==> src/rtl/alu_pkg.sv <==
// -----------------------------------------------------------------------------
// alu_pkg
// Shared definitions for the ALU bus sequencer slice:
//   - sequencer state and bus-phase encodings
//   - ALU slave register map
//   - ALU flag bit positions
// -----------------------------------------------------------------------------
package alu_pkg;

    // ALU slave register map
    localparam logic [7:0] ADDR_A     = 8'h00;
    localparam logic [7:0] ADDR_B     = 8'h01;
    localparam logic [7:0] ADDR_FLAGS = 8'h02;
    localparam logic [7:0] ADDR_RES   = 8'h03;
    localparam logic [7:0] ADDR_ADD   = 8'h80;
    localparam logic [7:0] ADDR_ADDC  = 8'h81;

    // ALU flag bit positions
    localparam int unsigned FLAG_C = 0;
    localparam int unsigned FLAG_Z = 1;
    localparam int unsigned FLAG_V = 6;
    localparam int unsigned FLAG_N = 7;

    // Sequencer states
    typedef logic [2:0] state_t;
    localparam state_t S_IDLE   = 3'd0;
    localparam state_t S_WR_A   = 3'd1;
    localparam state_t S_WR_B   = 3'd2;
    localparam state_t S_OP     = 3'd3;
    localparam state_t S_RD_RES = 3'd4;
    localparam state_t S_RD_FLG = 3'd5;
    localparam state_t S_RESP   = 3'd6;

    // Single-transfer bus phases
    typedef logic [1:0] phase_t;
    localparam phase_t P_IDLE = 2'd0;
    localparam phase_t P_REQ  = 2'd1;
    localparam phase_t P_WAIT = 2'd2;

    // Operation trigger address for the selected add flavour
    function automatic logic [7:0] op_addr(input logic carry);
        return carry ? ADDR_ADDC : ADDR_ADD;
    endfunction

endpackage

==> src/rtl/alu_wb_sequencer_if.sv <==
// -----------------------------------------------------------------------------
// alu_wb_sequencer_if
// Bundles the sequencer's command, response and Wishbone master signals.
//   master : sequencer view (drives o_*, samples i_*)
//   slave  : environment view (drives i_*, samples o_*)
// Signal names keep their original i_/o_ prefixes relative to the sequencer.
// -----------------------------------------------------------------------------
interface alu_wb_sequencer_if;
    // command channel
    logic       i_cmd_valid;
    logic       o_cmd_ready;
    logic [7:0] i_cmd_a;
    logic [7:0] i_cmd_b;
    logic       i_cmd_carry;
    // response channel
    logic       o_rsp_valid;
    logic       i_rsp_ready;
    logic [7:0] o_rsp_result;
    logic [7:0] o_rsp_flags;
    logic       o_rsp_err;
    // Wishbone pipelined master
    logic       o_wb_cyc;
    logic       o_wb_stb;
    logic       o_wb_we;
    logic [7:0] o_wb_addr;
    logic [7:0] o_wb_data;
    logic       i_wb_ack;
    logic       i_wb_stall;
    logic [7:0] i_wb_data;

    modport master (
        input  i_cmd_valid, i_cmd_a, i_cmd_b, i_cmd_carry, i_rsp_ready,
               i_wb_ack, i_wb_stall, i_wb_data,
        output o_cmd_ready, o_rsp_valid, o_rsp_result, o_rsp_flags, o_rsp_err,
               o_wb_cyc, o_wb_stb, o_wb_we, o_wb_addr, o_wb_data
    );

    modport slave (
        output i_cmd_valid, i_cmd_a, i_cmd_b, i_cmd_carry, i_rsp_ready,
               i_wb_ack, i_wb_stall, i_wb_data,
        input  o_cmd_ready, o_rsp_valid, o_rsp_result, o_rsp_flags, o_rsp_err,
               o_wb_cyc, o_wb_stb, o_wb_we, o_wb_addr, o_wb_data
    );
endinterface

==> src/rtl/alu_wb_sequencer_xfer.sv <==
// -----------------------------------------------------------------------------
// wb_single_xfer
// One Wishbone pipelined transaction: REQ (stb held until not stalled), then
// WAIT (stb low) until ack. At most one request outstanding.
// Optional macro ALU_SEQ_TIMEOUT_EN adds a WAIT-phase watchdog.
// Ports:
//   i_clk, reset_n             clock, async active-low reset
//   i_start                    load we/addr/data and enter REQ
//   i_we, i_addr, i_data       fields of the transaction being started
//   i_ack, i_stall, i_rdata    slave response signals
//   o_stb, o_we, o_addr, o_data bus request fields
//   o_done                     ack received in WAIT (single cycle)
//   o_rdata                    read data, valid with o_done
//   o_timeout                  WAIT expired without ack (single cycle)
// -----------------------------------------------------------------------------
module wb_single_xfer
    import alu_pkg::*;
`ifdef ALU_SEQ_TIMEOUT_EN
    #(parameter int unsigned TIMEOUT_CYCLES = 16)
`endif
(
    input  logic       i_clk,
    input  logic       reset_n,
    input  logic       i_start,
    input  logic       i_we,
    input  logic [7:0] i_addr,
    input  logic [7:0] i_data,
    input  logic       i_ack,
    input  logic       i_stall,
    input  logic [7:0] i_rdata,
    output logic       o_stb,
    output logic       o_we,
    output logic [7:0] o_addr,
    output logic [7:0] o_data,
    output logic       o_done,
    output logic [7:0] o_rdata,
    output logic       o_timeout
);

    phase_t     phase_q, phase_d;
    logic       we_q,    we_d;
    logic [7:0] addr_q,  addr_d;
    logic [7:0] data_q,  data_d;
`ifdef ALU_SEQ_TIMEOUT_EN
    logic [7:0] cnt_q,   cnt_d;
`endif

    always_comb begin
        phase_d   = phase_q;
        we_d      = we_q;
        addr_d    = addr_q;
        data_d    = data_q;
        o_done    = 1'b0;
        o_timeout = 1'b0;
`ifdef ALU_SEQ_TIMEOUT_EN
        cnt_d     = cnt_q;
`endif
        case (phase_q)
            P_REQ: begin
                // ack during REQ is never taken as completion
                if (!i_stall) begin
                    phase_d = P_WAIT;
`ifdef ALU_SEQ_TIMEOUT_EN
                    cnt_d   = '0;
`endif
                end
            end
            P_WAIT: begin
                if (i_ack) begin
                    o_done  = 1'b1;
                    phase_d = P_IDLE;
                end
`ifdef ALU_SEQ_TIMEOUT_EN
                // cnt_q holds the number of WAIT cycles already elapsed
                else if (cnt_q == 8'(TIMEOUT_CYCLES - 1)) begin
                    o_timeout = 1'b1;
                    phase_d   = P_IDLE;
                end else begin
                    cnt_d = cnt_q + 8'd1;
                end
`endif
            end
            default: ;
        endcase
        // a new start may coincide with the previous done
        if (i_start) begin
            phase_d = P_REQ;
            we_d    = i_we;
            addr_d  = i_addr;
            data_d  = i_data;
        end
    end

    always_ff @(posedge i_clk or negedge reset_n) begin
        if (!reset_n) begin
            phase_q <= P_IDLE;
            we_q    <= 1'b0;
            addr_q  <= '0;
            data_q  <= '0;
`ifdef ALU_SEQ_TIMEOUT_EN
            cnt_q   <= '0;
`endif
        end else begin
            phase_q <= phase_d;
            we_q    <= we_d;
            addr_q  <= addr_d;
            data_q  <= data_d;
`ifdef ALU_SEQ_TIMEOUT_EN
            cnt_q   <= cnt_d;
`endif
        end
    end

    assign o_stb   = (phase_q == P_REQ);
    assign o_we    = we_q;
    assign o_addr  = addr_q;
    assign o_data  = data_q;
    assign o_rdata = i_rdata;

endmodule

==> src/rtl/alu_wb_sequencer.sv <==
// -----------------------------------------------------------------------------
// alu_wb_sequencer
// Wishbone master driving the 8-bit ALU slave. Takes one command (A, B,
// carry-select), writes A and B, triggers add/add-with-carry, reads result
// and flags, then presents them on the response channel.
// Optional macro ALU_SEQ_TIMEOUT_EN enables a per-transaction ack watchdog
// that aborts the sequence and reports o_rsp_err.
// Ports:
//   i_clk     system clock
//   reset_n   asynchronous active-low reset
//   bus       alu_wb_sequencer_if.master: command valid/ready, response
//             valid/ready with result/flags/err, Wishbone cyc/stb/we/addr/
//             data out and ack/stall/data in
// -----------------------------------------------------------------------------
module alu_wb_sequencer
    import alu_pkg::*;
#(
    parameter logic [7:0]  RES_ADDR       = ADDR_RES,
    parameter logic [7:0]  FLAGS_ADDR     = ADDR_FLAGS,
    parameter int unsigned TIMEOUT_CYCLES = 16
) (
    input  logic                  i_clk,
    input  logic                  reset_n,
    alu_wb_sequencer_if.master    bus
);

    state_t     state_q,  state_d;
    logic [7:0] a_q,      a_d;
    logic [7:0] b_q,      b_d;
    logic       carry_q,  carry_d;
    logic       cyc_q,    cyc_d;
    logic [7:0] result_q, result_d;
    logic [7:0] flags_q,  flags_d;
`ifdef ALU_SEQ_TIMEOUT_EN
    logic       err_q,    err_d;
`endif

    logic       x_start;
    logic       x_we;
    logic [7:0] x_addr;
    logic [7:0] x_data;
    logic       x_done;
    logic [7:0] x_rdata;
    logic       x_timeout;

    always_comb begin
        state_d  = state_q;
        a_d      = a_q;
        b_d      = b_q;
        carry_d  = carry_q;
        cyc_d    = cyc_q;
        result_d = result_q;
        flags_d  = flags_q;
`ifdef ALU_SEQ_TIMEOUT_EN
        err_d    = err_q;
`endif
        x_start  = 1'b0;
        x_we     = 1'b0;
        x_addr   = '0;
        x_data   = '0;

        // Each bus state launches the following transaction in the same
        // cycle its own ack arrives, so REQ follows ack with no gap.
        case (state_q)
            S_IDLE: begin
                if (bus.i_cmd_valid) begin
                    a_d      = bus.i_cmd_a;
                    b_d      = bus.i_cmd_b;
                    carry_d  = bus.i_cmd_carry;
                    result_d = '0;
                    flags_d  = '0;
`ifdef ALU_SEQ_TIMEOUT_EN
                    err_d    = 1'b0;
`endif
                    cyc_d    = 1'b1;
                    x_start  = 1'b1;
                    x_we     = 1'b1;
                    x_addr   = ADDR_A;
                    x_data   = bus.i_cmd_a;
                    state_d  = S_WR_A;
                end
            end
            S_WR_A: begin
                if (x_done) begin
                    x_start = 1'b1;
                    x_we    = 1'b1;
                    x_addr  = ADDR_B;
                    x_data  = b_q;
                    state_d = S_WR_B;
                end
            end
            S_WR_B: begin
                if (x_done) begin
                    x_start = 1'b1;
                    x_addr  = op_addr(carry_q);
                    state_d = S_OP;
                end
            end
            S_OP: begin
                if (x_done) begin
                    x_start = 1'b1;
                    x_addr  = RES_ADDR;
                    state_d = S_RD_RES;
                end
            end
            S_RD_RES: begin
                if (x_done) begin
                    result_d = x_rdata;
                    x_start  = 1'b1;
                    x_addr   = FLAGS_ADDR;
                    state_d  = S_RD_FLG;
                end
            end
            S_RD_FLG: begin
                if (x_done) begin
                    flags_d = x_rdata;
                    cyc_d   = 1'b0;
                    state_d = S_RESP;
                end
            end
            S_RESP: begin
                if (bus.i_rsp_ready) begin
                    state_d = S_IDLE;
                end
            end
            default: state_d = S_IDLE;
        endcase

`ifdef ALU_SEQ_TIMEOUT_EN
        if (x_timeout) begin
            cyc_d   = 1'b0;
            err_d   = 1'b1;
            state_d = S_RESP;
        end
`endif
    end

    always_ff @(posedge i_clk or negedge reset_n) begin
        if (!reset_n) begin
            state_q  <= S_IDLE;
            a_q      <= '0;
            b_q      <= '0;
            carry_q  <= 1'b0;
            cyc_q    <= 1'b0;
            result_q <= '0;
            flags_q  <= '0;
`ifdef ALU_SEQ_TIMEOUT_EN
            err_q    <= 1'b0;
`endif
        end else begin
            state_q  <= state_d;
            a_q      <= a_d;
            b_q      <= b_d;
            carry_q  <= carry_d;
            cyc_q    <= cyc_d;
            result_q <= result_d;
            flags_q  <= flags_d;
`ifdef ALU_SEQ_TIMEOUT_EN
            err_q    <= err_d;
`endif
        end
    end

`ifdef ALU_SEQ_TIMEOUT_EN
    wb_single_xfer #(.TIMEOUT_CYCLES(TIMEOUT_CYCLES)) u_xfer (
`else
    wb_single_xfer u_xfer (
`endif
        .i_clk     (i_clk),
        .reset_n   (reset_n),
        .i_start   (x_start),
        .i_we      (x_we),
        .i_addr    (x_addr),
        .i_data    (x_data),
        .i_ack     (bus.i_wb_ack),
        .i_stall   (bus.i_wb_stall),
        .i_rdata   (bus.i_wb_data),
        .o_stb     (bus.o_wb_stb),
        .o_we      (bus.o_wb_we),
        .o_addr    (bus.o_wb_addr),
        .o_data    (bus.o_wb_data),
        .o_done    (x_done),
        .o_rdata   (x_rdata),
        .o_timeout (x_timeout)
    );

    assign bus.o_wb_cyc     = cyc_q;
    assign bus.o_cmd_ready  = (state_q == S_IDLE);
    assign bus.o_rsp_valid  = (state_q == S_RESP);
    assign bus.o_rsp_result = result_q;
    assign bus.o_rsp_flags  = flags_q;

`ifdef ALU_SEQ_TIMEOUT_EN
    assign bus.o_rsp_err    = err_q;
`else
    assign bus.o_rsp_err    = 1'b0;
    // watchdog absent: its status and limit are intentionally not used
    logic [8:0] unused_cfg;
    assign unused_cfg = {x_timeout, 8'(TIMEOUT_CYCLES)};
`endif

endmodule

==> src/flat_wrapper.sv <==
// flat-port wrapper written by rule: the top's interface ports become plain ports
module alu_wb_sequencer_flat import alu_pkg::*;
#(
    parameter logic [7:0]  RES_ADDR       = ADDR_RES,
    parameter logic [7:0]  FLAGS_ADDR     = ADDR_FLAGS,
    parameter int unsigned TIMEOUT_CYCLES = 16
)
  (i_clk, reset_n, bus_i_cmd_valid, bus_i_cmd_a, bus_i_cmd_b, bus_i_cmd_carry, bus_i_rsp_ready, bus_i_wb_ack, bus_i_wb_stall, bus_i_wb_data, bus_o_cmd_ready, bus_o_rsp_valid, bus_o_rsp_result, bus_o_rsp_flags, bus_o_rsp_err, bus_o_wb_cyc, bus_o_wb_stb, bus_o_wb_we, bus_o_wb_addr, bus_o_wb_data);
  alu_wb_sequencer_if bus_i ();
  input  logic i_clk;
  input  logic reset_n;
  input wire logic [$bits(bus_i.i_cmd_valid)-1:0] bus_i_cmd_valid;
  input wire logic [$bits(bus_i.i_cmd_a)-1:0] bus_i_cmd_a;
  input wire logic [$bits(bus_i.i_cmd_b)-1:0] bus_i_cmd_b;
  input wire logic [$bits(bus_i.i_cmd_carry)-1:0] bus_i_cmd_carry;
  input wire logic [$bits(bus_i.i_rsp_ready)-1:0] bus_i_rsp_ready;
  input wire logic [$bits(bus_i.i_wb_ack)-1:0] bus_i_wb_ack;
  input wire logic [$bits(bus_i.i_wb_stall)-1:0] bus_i_wb_stall;
  input wire logic [$bits(bus_i.i_wb_data)-1:0] bus_i_wb_data;
  output wire logic [$bits(bus_i.o_cmd_ready)-1:0] bus_o_cmd_ready;
  output wire logic [$bits(bus_i.o_rsp_valid)-1:0] bus_o_rsp_valid;
  output wire logic [$bits(bus_i.o_rsp_result)-1:0] bus_o_rsp_result;
  output wire logic [$bits(bus_i.o_rsp_flags)-1:0] bus_o_rsp_flags;
  output wire logic [$bits(bus_i.o_rsp_err)-1:0] bus_o_rsp_err;
  output wire logic [$bits(bus_i.o_wb_cyc)-1:0] bus_o_wb_cyc;
  output wire logic [$bits(bus_i.o_wb_stb)-1:0] bus_o_wb_stb;
  output wire logic [$bits(bus_i.o_wb_we)-1:0] bus_o_wb_we;
  output wire logic [$bits(bus_i.o_wb_addr)-1:0] bus_o_wb_addr;
  output wire logic [$bits(bus_i.o_wb_data)-1:0] bus_o_wb_data;
  assign bus_i.i_cmd_valid = bus_i_cmd_valid;
  assign bus_i.i_cmd_a = bus_i_cmd_a;
  assign bus_i.i_cmd_b = bus_i_cmd_b;
  assign bus_i.i_cmd_carry = bus_i_cmd_carry;
  assign bus_i.i_rsp_ready = bus_i_rsp_ready;
  assign bus_i.i_wb_ack = bus_i_wb_ack;
  assign bus_i.i_wb_stall = bus_i_wb_stall;
  assign bus_i.i_wb_data = bus_i_wb_data;
  assign bus_o_cmd_ready = bus_i.o_cmd_ready;
  assign bus_o_rsp_valid = bus_i.o_rsp_valid;
  assign bus_o_rsp_result = bus_i.o_rsp_result;
  assign bus_o_rsp_flags = bus_i.o_rsp_flags;
  assign bus_o_rsp_err = bus_i.o_rsp_err;
  assign bus_o_wb_cyc = bus_i.o_wb_cyc;
  assign bus_o_wb_stb = bus_i.o_wb_stb;
  assign bus_o_wb_we = bus_i.o_wb_we;
  assign bus_o_wb_addr = bus_i.o_wb_addr;
  assign bus_o_wb_data = bus_i.o_wb_data;
  alu_wb_sequencer #(.RES_ADDR(RES_ADDR), .FLAGS_ADDR(FLAGS_ADDR), .TIMEOUT_CYCLES(TIMEOUT_CYCLES)) u_core (.i_clk(i_clk), .reset_n(reset_n), .bus(bus_i));
endmodule
==> config.mk <==
export PLATFORM = sky130hd
export DESIGN_NAME = alu_wb_sequencer_flat
export DESIGN_NICKNAME = d
export VERILOG_FILES = /design/src/rtl/alu_pkg.sv /design/src/rtl/alu_wb_sequencer_if.sv /design/src/rtl/alu_wb_sequencer_xfer.sv /design/src/rtl/alu_wb_sequencer.sv /design/src/flat_wrapper.sv
export SDC_FILE = /design/constraint.sdc
export NUM_CORES = 1
export LEC_CHECK = 0
export CAP_MARGIN = 20
export CORE_ASPECT_RATIO = 1.5
export CORE_MARGIN = 2
export CORE_UTILIZATION = 43
export CTS_CLUSTER_DIAMETER = 50
export DETAILED_ROUTE_END_ITERATION = 8
export PLACE_DENSITY = 0.77
export SYNTH_ARGS = -nofsm -noshare
export SYNTH_HDL_FRONTEND = slang
export SYNTH_HIERARCHICAL = 1
export SYNTH_SLANG_ARGS = --single-unit
==> constraint.sdc <==
create_clock -name i_clk -period 1.8 [get_ports i_clk]
set_clock_uncertainty 0.1 [all_clocks]
set_input_delay 0.36 -clock i_clk [delete_from_list [all_inputs] [get_ports i_clk]]
set_output_delay 0.36 -clock i_clk [all_outputs]
set_load 0.03 [all_outputs]
==> results of run 1 <==
per-layer routing:
metal / routed length [um] / up-vias / global-route usage, %
met1: 2170 / 827 / 22.2
met2: 2810 / 51 / 30.3
met5: 0 / - / 0
met4: 104 / 0 / 5.32
li1: - / 833 / -
met3: 278 / 11 / 3.96
registers in the layout, indices dropped and copies added (netlist names):
signal / cells
u_core/carry_q: 1
u_core/bus.o_wb_cyc: 1
u_core/u_xfer/phase_q: 2
u_core/u_xfer/o_we: 1
u_core/b_q: 8
u_core/state_q: 3
u_core/u_xfer/o_addr: 8
u_core/u_xfer/o_data: 8
u_core/bus.o_rsp_flags: 8
u_core/bus.o_rsp_result: 8
power by group:
group,internal [mW],switching [mW],leakage [nW]
combinational,1.42,1.59,1.09
clock,0.265,0.343,0.0410
sequential,1.55,0.286,0.617
layout by cell type, fill, tap and decap left out, drive strengths merged, types with 5 or more instances in the layout:
| cell type | n |
|---|---|
| dfrtp | 48 |
| clkdlybuf4s50 | 28 |
| buf | 28 |
| mux2 | 26 |
| dlygate4sd2 | 22 |
| inv | 18 |
| o21ai | 14 |
| nand2 | 14 |
| dlymetal6s2s | 13 |
| mux2i | 9 |
| a22o | 8 |
| nand4 | 8 |
| clkbuf | 8 |
| conb | 6 |
| nor2 | 5 |
final cells by class:
| class | instances | area (sq um) | area share (%) |
|---|---|---|---|
| Clock buffer | 6 | 72.6 | 2.13 |
| Multi-Input combinational cell | 117 | 990 | 29.1 |
| Tap cell | 68 | 85.1 | 2.50 |
| Timing Repair Buffer | 94 | 981 | 28.8 |
| Sequential cell | 48 | 1200 | 35.3 |
| Inverter | 18 | 67.6 | 1.99 |
| Clock inverter | 1 | 5.00 | 0.147 |
critical path, stage by stage (launching register included):
cell and delay, ns:
dfrtp_1 0.38, nor2_1 0.21, mux2i_1 0.32, o32ai_4 0.15
buf_6 0.16, buf_12 0.13, mux2_4 0.30
stage by stage:
stage          cells  hold WS (ns)  util (%)  cell area [sq um]  setup TNS, ns
6_report         352         0.400      65.4               3400         -0.632
5_1_grt          352         0.423      65.4               3400          -2.02
4_1_cts          346         0.396      63.5               3310         -0.185
3_5_place_dp     334         0.264      60.6               3150         -13.48
3_3_place_gp     334         0.262      60.6               3150         -10.62
2_1_floorplan    205       -0.0356         -               2370              0
what timing repair did:
action,in CTS,in global routing
endpoints found under the setup margin,42,33
pin swaps,0,2
hold endpoints to repair,48,0
setup buffers,2,5
gates cloned,2,1
hold buffers,1,0
gates resized for setup,29,19
how the worst max path moves through the flow:
stage / startpoint / endpoint / slack (ns) / cells past startpoint
2_1_floorplan: u_core/u_xfer/phase_q[1]$_DFFE_PN0P_ / u_core/u_xfer/o_addr[0]$_DFFE_PN0P_ / 0.07 / 7
3_3_place_gp: bus_i_wb_ack / u_core/u_xfer/o_we$_DFFE_PN0P_ / -0.39 / 9
3_5_place_dp: bus_i_wb_ack / u_core/u_xfer/o_data[3]$_DFFE_PN0P_ / -0.45 / 7
4_1_cts: u_core/state_q[1]$_DFFE_PN0P_ / bus_o_rsp_valid / -0.02 / 4
5_1_grt: u_core/state_q[1]$_DFFE_PN0P_ / u_core/u_xfer/o_addr[1]$_DFFE_PN0P_ / -0.14 / 6
6_report: u_core/state_q[1]$_DFFE_PN0P_ / u_core/u_xfer/o_addr[1]$_DFFE_PN0P_ / -0.06 / 6
==> results_dict.tcl, run 1 <==
set metrics [dict create \
    drtPass1Iterations 4 \
    die_x_um 64.2 \
    coreArea_sq_um 5200 \
    nets 315 \
    grt_first_pass_wirelength_um 8310 \
    port_buffers 67 \
    r2r_cells 6 \
    grt_usage_pct 17.7 \
    whs_path_depth 1 \
    wl_per_cell_um 15.2 \
    clk_pin_slew_worst_paths_ns 0.08 \
    min_period_over_period_pct 103 \
    cp.arrival_ns 1.94 \
    initial_core_util_pct 44.9 \
    drc_errors 0 \
    maxCapViolCount 0 \
    reg2reg_slack_ns -0.06 \
    syn_to_final_growth_pct 45.6 \
    rows 32 \
    synth_warnings 6 \
    vias_per_cell 4.89 \
    powerDensity_nw_per_um2 1600 \
    grt_max_degree 49 \
    cts_tree "built" \
    root_buffer "clkbuf_8" \
    gp_congestion 0.724 \
    nFillCells 431 \
    layout-drive-gt1-share_pct 26.1 \
    syn_area_sq_um 2340 \
    clk_latency_ns 0.29 \
    grt_pass1_vias 1729 \
    timing.rr.end "u_core/u_xfer/o_addr[1]$_DFFE_PN0P_" \
    violations "negative setup slack" \
    dp_slack_ns -0.452 \
    worstHoldPathType "reg -> reg" \
    clk_path_buf_depth 2 \
    timing.critical_path.from_type "flip-flop" \
    drtAntennaViolNets 0 \
    initialDrtViolationCount 40 \
    dpl.hpwl_um 3520 \
    layout_setup_ws_ns -0.0591 \
    htreeDepth 2 \
    rsz0062_at_grt "yes" \
    antenna_cells 0 \
    pin_count 69 \
    criticalPathCategory "reg -> reg" \
    worst_setup_path_end_kind "flip-flop" \
    dr_total_vias 1722 \
    status "finished with violations" \
    fmax_ghz 0.538 \
    leakage_nw 1.75 \
    dieArea_sq_um 6050 \
    r2r-start "u_core/state_q[1]$_DFFE_PN0P_" \
    final-hold-violation-count 0 \
    setup_viol_count_final 16 \
    cp_max_fo 5 \
    grt-ovfl-total 0 \
    synthCells 200 \
    p_total_mw 5.45 \
    avgSynthCellArea_sq_um 11.7 \
    antenna_found_initial 0 \
    wirelength_um 5360 \
    hold_start "u_core/b_q[5]$_DFFE_PN0P_" \
    ir_drop_mv 0.797 \
    fin_crit_ns 1.86 \
    clock_sinks 48 \
    min_to "u_core/b_q[5]$_DFFE_PN0P_" \
    numCtsBuffers 5 \
    cp.required_ns 1.88 \
    slew_violations 0 \
    die_h_um 94.3 \
]
Power figures use the tool's default switching activity.
==> run 2: changes to the inputs <==
--- a/config.mk
+++ b/config.mk
@@ -5,12 +5,12 @@
 export SDC_FILE = /design/constraint.sdc
 export NUM_CORES = 1
 export LEC_CHECK = 0
-export CAP_MARGIN = 20
 export CORE_ASPECT_RATIO = 1.5
 export CORE_MARGIN = 2
 export CORE_UTILIZATION = 43
 export CTS_CLUSTER_DIAMETER = 50
 export DETAILED_ROUTE_END_ITERATION = 8
+export GPL_ROUTABILITY_DRIVEN = 0
 export PLACE_DENSITY = 0.77
 export SYNTH_ARGS = -nofsm -noshare
 export SYNTH_HDL_FRONTEND = slang
==> results of run 2 <==
Final layout, timing and power as in run 1 (identical DEF).
==> variant (settings of run 2) <==
Take the reset off `b_q` and load it in a clocked block of its own.
--- a/src/rtl/alu_wb_sequencer.sv
+++ b/src/rtl/alu_wb_sequencer.sv
@@ -139,7 +139,6 @@
         if (!reset_n) begin
             state_q  <= S_IDLE;
             a_q      <= '0;
-            b_q      <= '0;
             carry_q  <= 1'b0;
             cyc_q    <= 1'b0;
             result_q <= '0;
@@ -150,7 +149,6 @@
         end else begin
             state_q  <= state_d;
             a_q      <= a_d;
-            b_q      <= b_d;
             carry_q  <= carry_d;
             cyc_q    <= cyc_d;
             result_q <= result_d;
@@ -159,6 +157,10 @@
             err_q    <= err_d;
 `endif
         end
+    end
+
+    always_ff @(posedge i_clk) begin
+        b_q <= b_d;
     end
 
 `ifdef ALU_SEQ_TIMEOUT_EN
Function: same outputs for any inputs over 10 cycles, from zero or initial values and one cycle with reset_n low; that may be too few to reach the edited logic, so the function may still have changed.
==> variant against run 2 <==
Global-route usage fell by 0.33 points. Sequential cell count unchanged. Synthesized area grew 2.8%. Synthesized cell count shrank 3.0%. Wire length decreased by 1.2%. Utilization fell by 3.4 points. Count of clock-buffer cells in the layout shrank 1. Worst setup slack better by 0.11 ns. Final area decreased by 0.70%. Power decreased by 1.3%. First-iteration DRC count grew 98%. Critical path depth unchanged. Critical path type unchanged. Largest cell class unchanged. Largest power group unchanged. Highest routed layer unchanged.
==> variant: results (changes against run 2) <==
[critical_path]
worstPathArrival_ns = 1.83  ; was 1.94 ns
crit_slowest_cell = dfrtp_2  ; was dfrtp_1
cp_max_fo = 10  ; was 5
cp_top_family = flip-flops  ; was multiplexers
critPathMaxStageDelay_ns = 0.42  ; was 0.38 ns

[synth]
yosysWarnings = 6  ; unchanged

[clock_tree]
clk_latency_ns = 0.30
cts-root-buf = clkbuf_8  ; unchanged
cts_max_level = 2  ; unchanged
path_clk_slew_ns = 0.09
clk_path_buf_depth = 2  ; unchanged
cts_buffers = 5  ; unchanged

[routing]
vias_per_cell = 4.991  ; was 4.892
routedWlPerCell_um = 15.40  ; was 15.24 µm
first_pass_iters = 4  ; unchanged
drt_iter0_drc = 79  ; was 40

[timing]
worst-slew-pin-transition_ns = 0.5819

[cells_and_area]
drive_gt1_share_pct = 29.56  ; was 26.06%
num_antenna_cells = 0  ; unchanged
nNetsFinal = 304  ; was 315

[global_route]
antenna_found_initial = 0  ; unchanged
met2_usage_pct = 31.36  ; was 30.30%
met3_usage_pct = 3.778  ; was 3.957%
grt_use_met1_pct = 19.31  ; was 22.18%
track_usage_pct = 17.36  ; was 17.69%
grt_pass1_vias = 1707  ; was 1729
grt_max_degree = 27  ; was 49
grt_pass1_wl_um = 8073  ; was 8314 µm

[worst_hold_path]
hold_path.class = register to register  ; unchanged

[power_and_ir_drop]
switching_share_pct = 37.24  ; was 40.66%
ir_drop_v = 0.0007397  ; was 0.0007973 V
leakage_uw = 0.001697  ; was 0.001750 µW

[placement]
portBuffers = 67  ; unchanged
dp_hpwl_um = 3726  ; was 3523 µm

[status]
status = completed  ; was complete, but fails checks

## variant: path summary, 6_finish.rpt
path	startpoint	endpoint	slack (ns)	cells past startpoint
worst max register to register	u_core/state_q[1]	u_core/u_xfer/o_addr[3]	0.05	6
worst min-delay path	u_core/carry_q	u_core/carry_q	0.41	1
max in group asynchronous	reset_n	u_core/bus.o_rsp_flags[7]	0.56	3
worst min register to register	u_core/carry_q	u_core/carry_q	0.41	1
min in group asynchronous	reset_n	u_core/state_q[1]	0.50	2
worst max-delay path	u_core/state_q[1]	u_core/u_xfer/o_addr[3]	0.05	6
## variant: stage by stage
step	setup TNS [ns]	total power, µW	setup WS (ns)	cell area, µm²	instances
2_1_floorplan	-0.1737	3478	-0.01088	2432	199
3_3_place_gp	-6.077	4253	-0.2357	3128	330
3_5_place_dp	-6.391	4311	-0.2896	3128	330
4_1_cts	0	5287	0.0002804	3282	340
5_1_grt	-0.02921	5658	-0.01826	3379	344
6_report	0	5379	0.05251	3379	344
## variant: layer usage
layer / vias to the layer above / share of wire, %
met5: - / 0
met4: 0 / 2.7
met3: 12 / 4.6
met2: 50 / 56
met1: 841 / 37
li1: 814 / -
## variant: area by class of cell
type,count,area [µm²]
Clock inverter,3,90.09
Inverter,18,67.56
Fill cell,462,2071
Tap cell,70,87.58
Clock buffer,5,68.82
Multi-Input combinational cell,111,947.2
Sequential cell,48,1245
Timing Repair Buffer,89,873.3
## variant: power groups by stage
stage / clock network, µW / registers (µW) / logic (µW)
after floorplan: 0 / 2170 / 1310
after global placement: 0 / 1700 / 2550
after detailed placement: 0 / 1710 / 2600
after CTS: 1070 / 1680 / 2540
after global routing: 1110 / 1700 / 2840
final: 1050 / 1660 / 2670
## variant: what timing repair did
action | in CTS | in global routing
endpoints found under the hold margin | 24 | 0
endpoints found under the setup margin | 26 | 13
setup buffers | 1 | 1
gates cloned | 0 | 3
hold buffers | 1 | 0
gates resized for setup | 27 | 13
pin swaps | 0 | 1
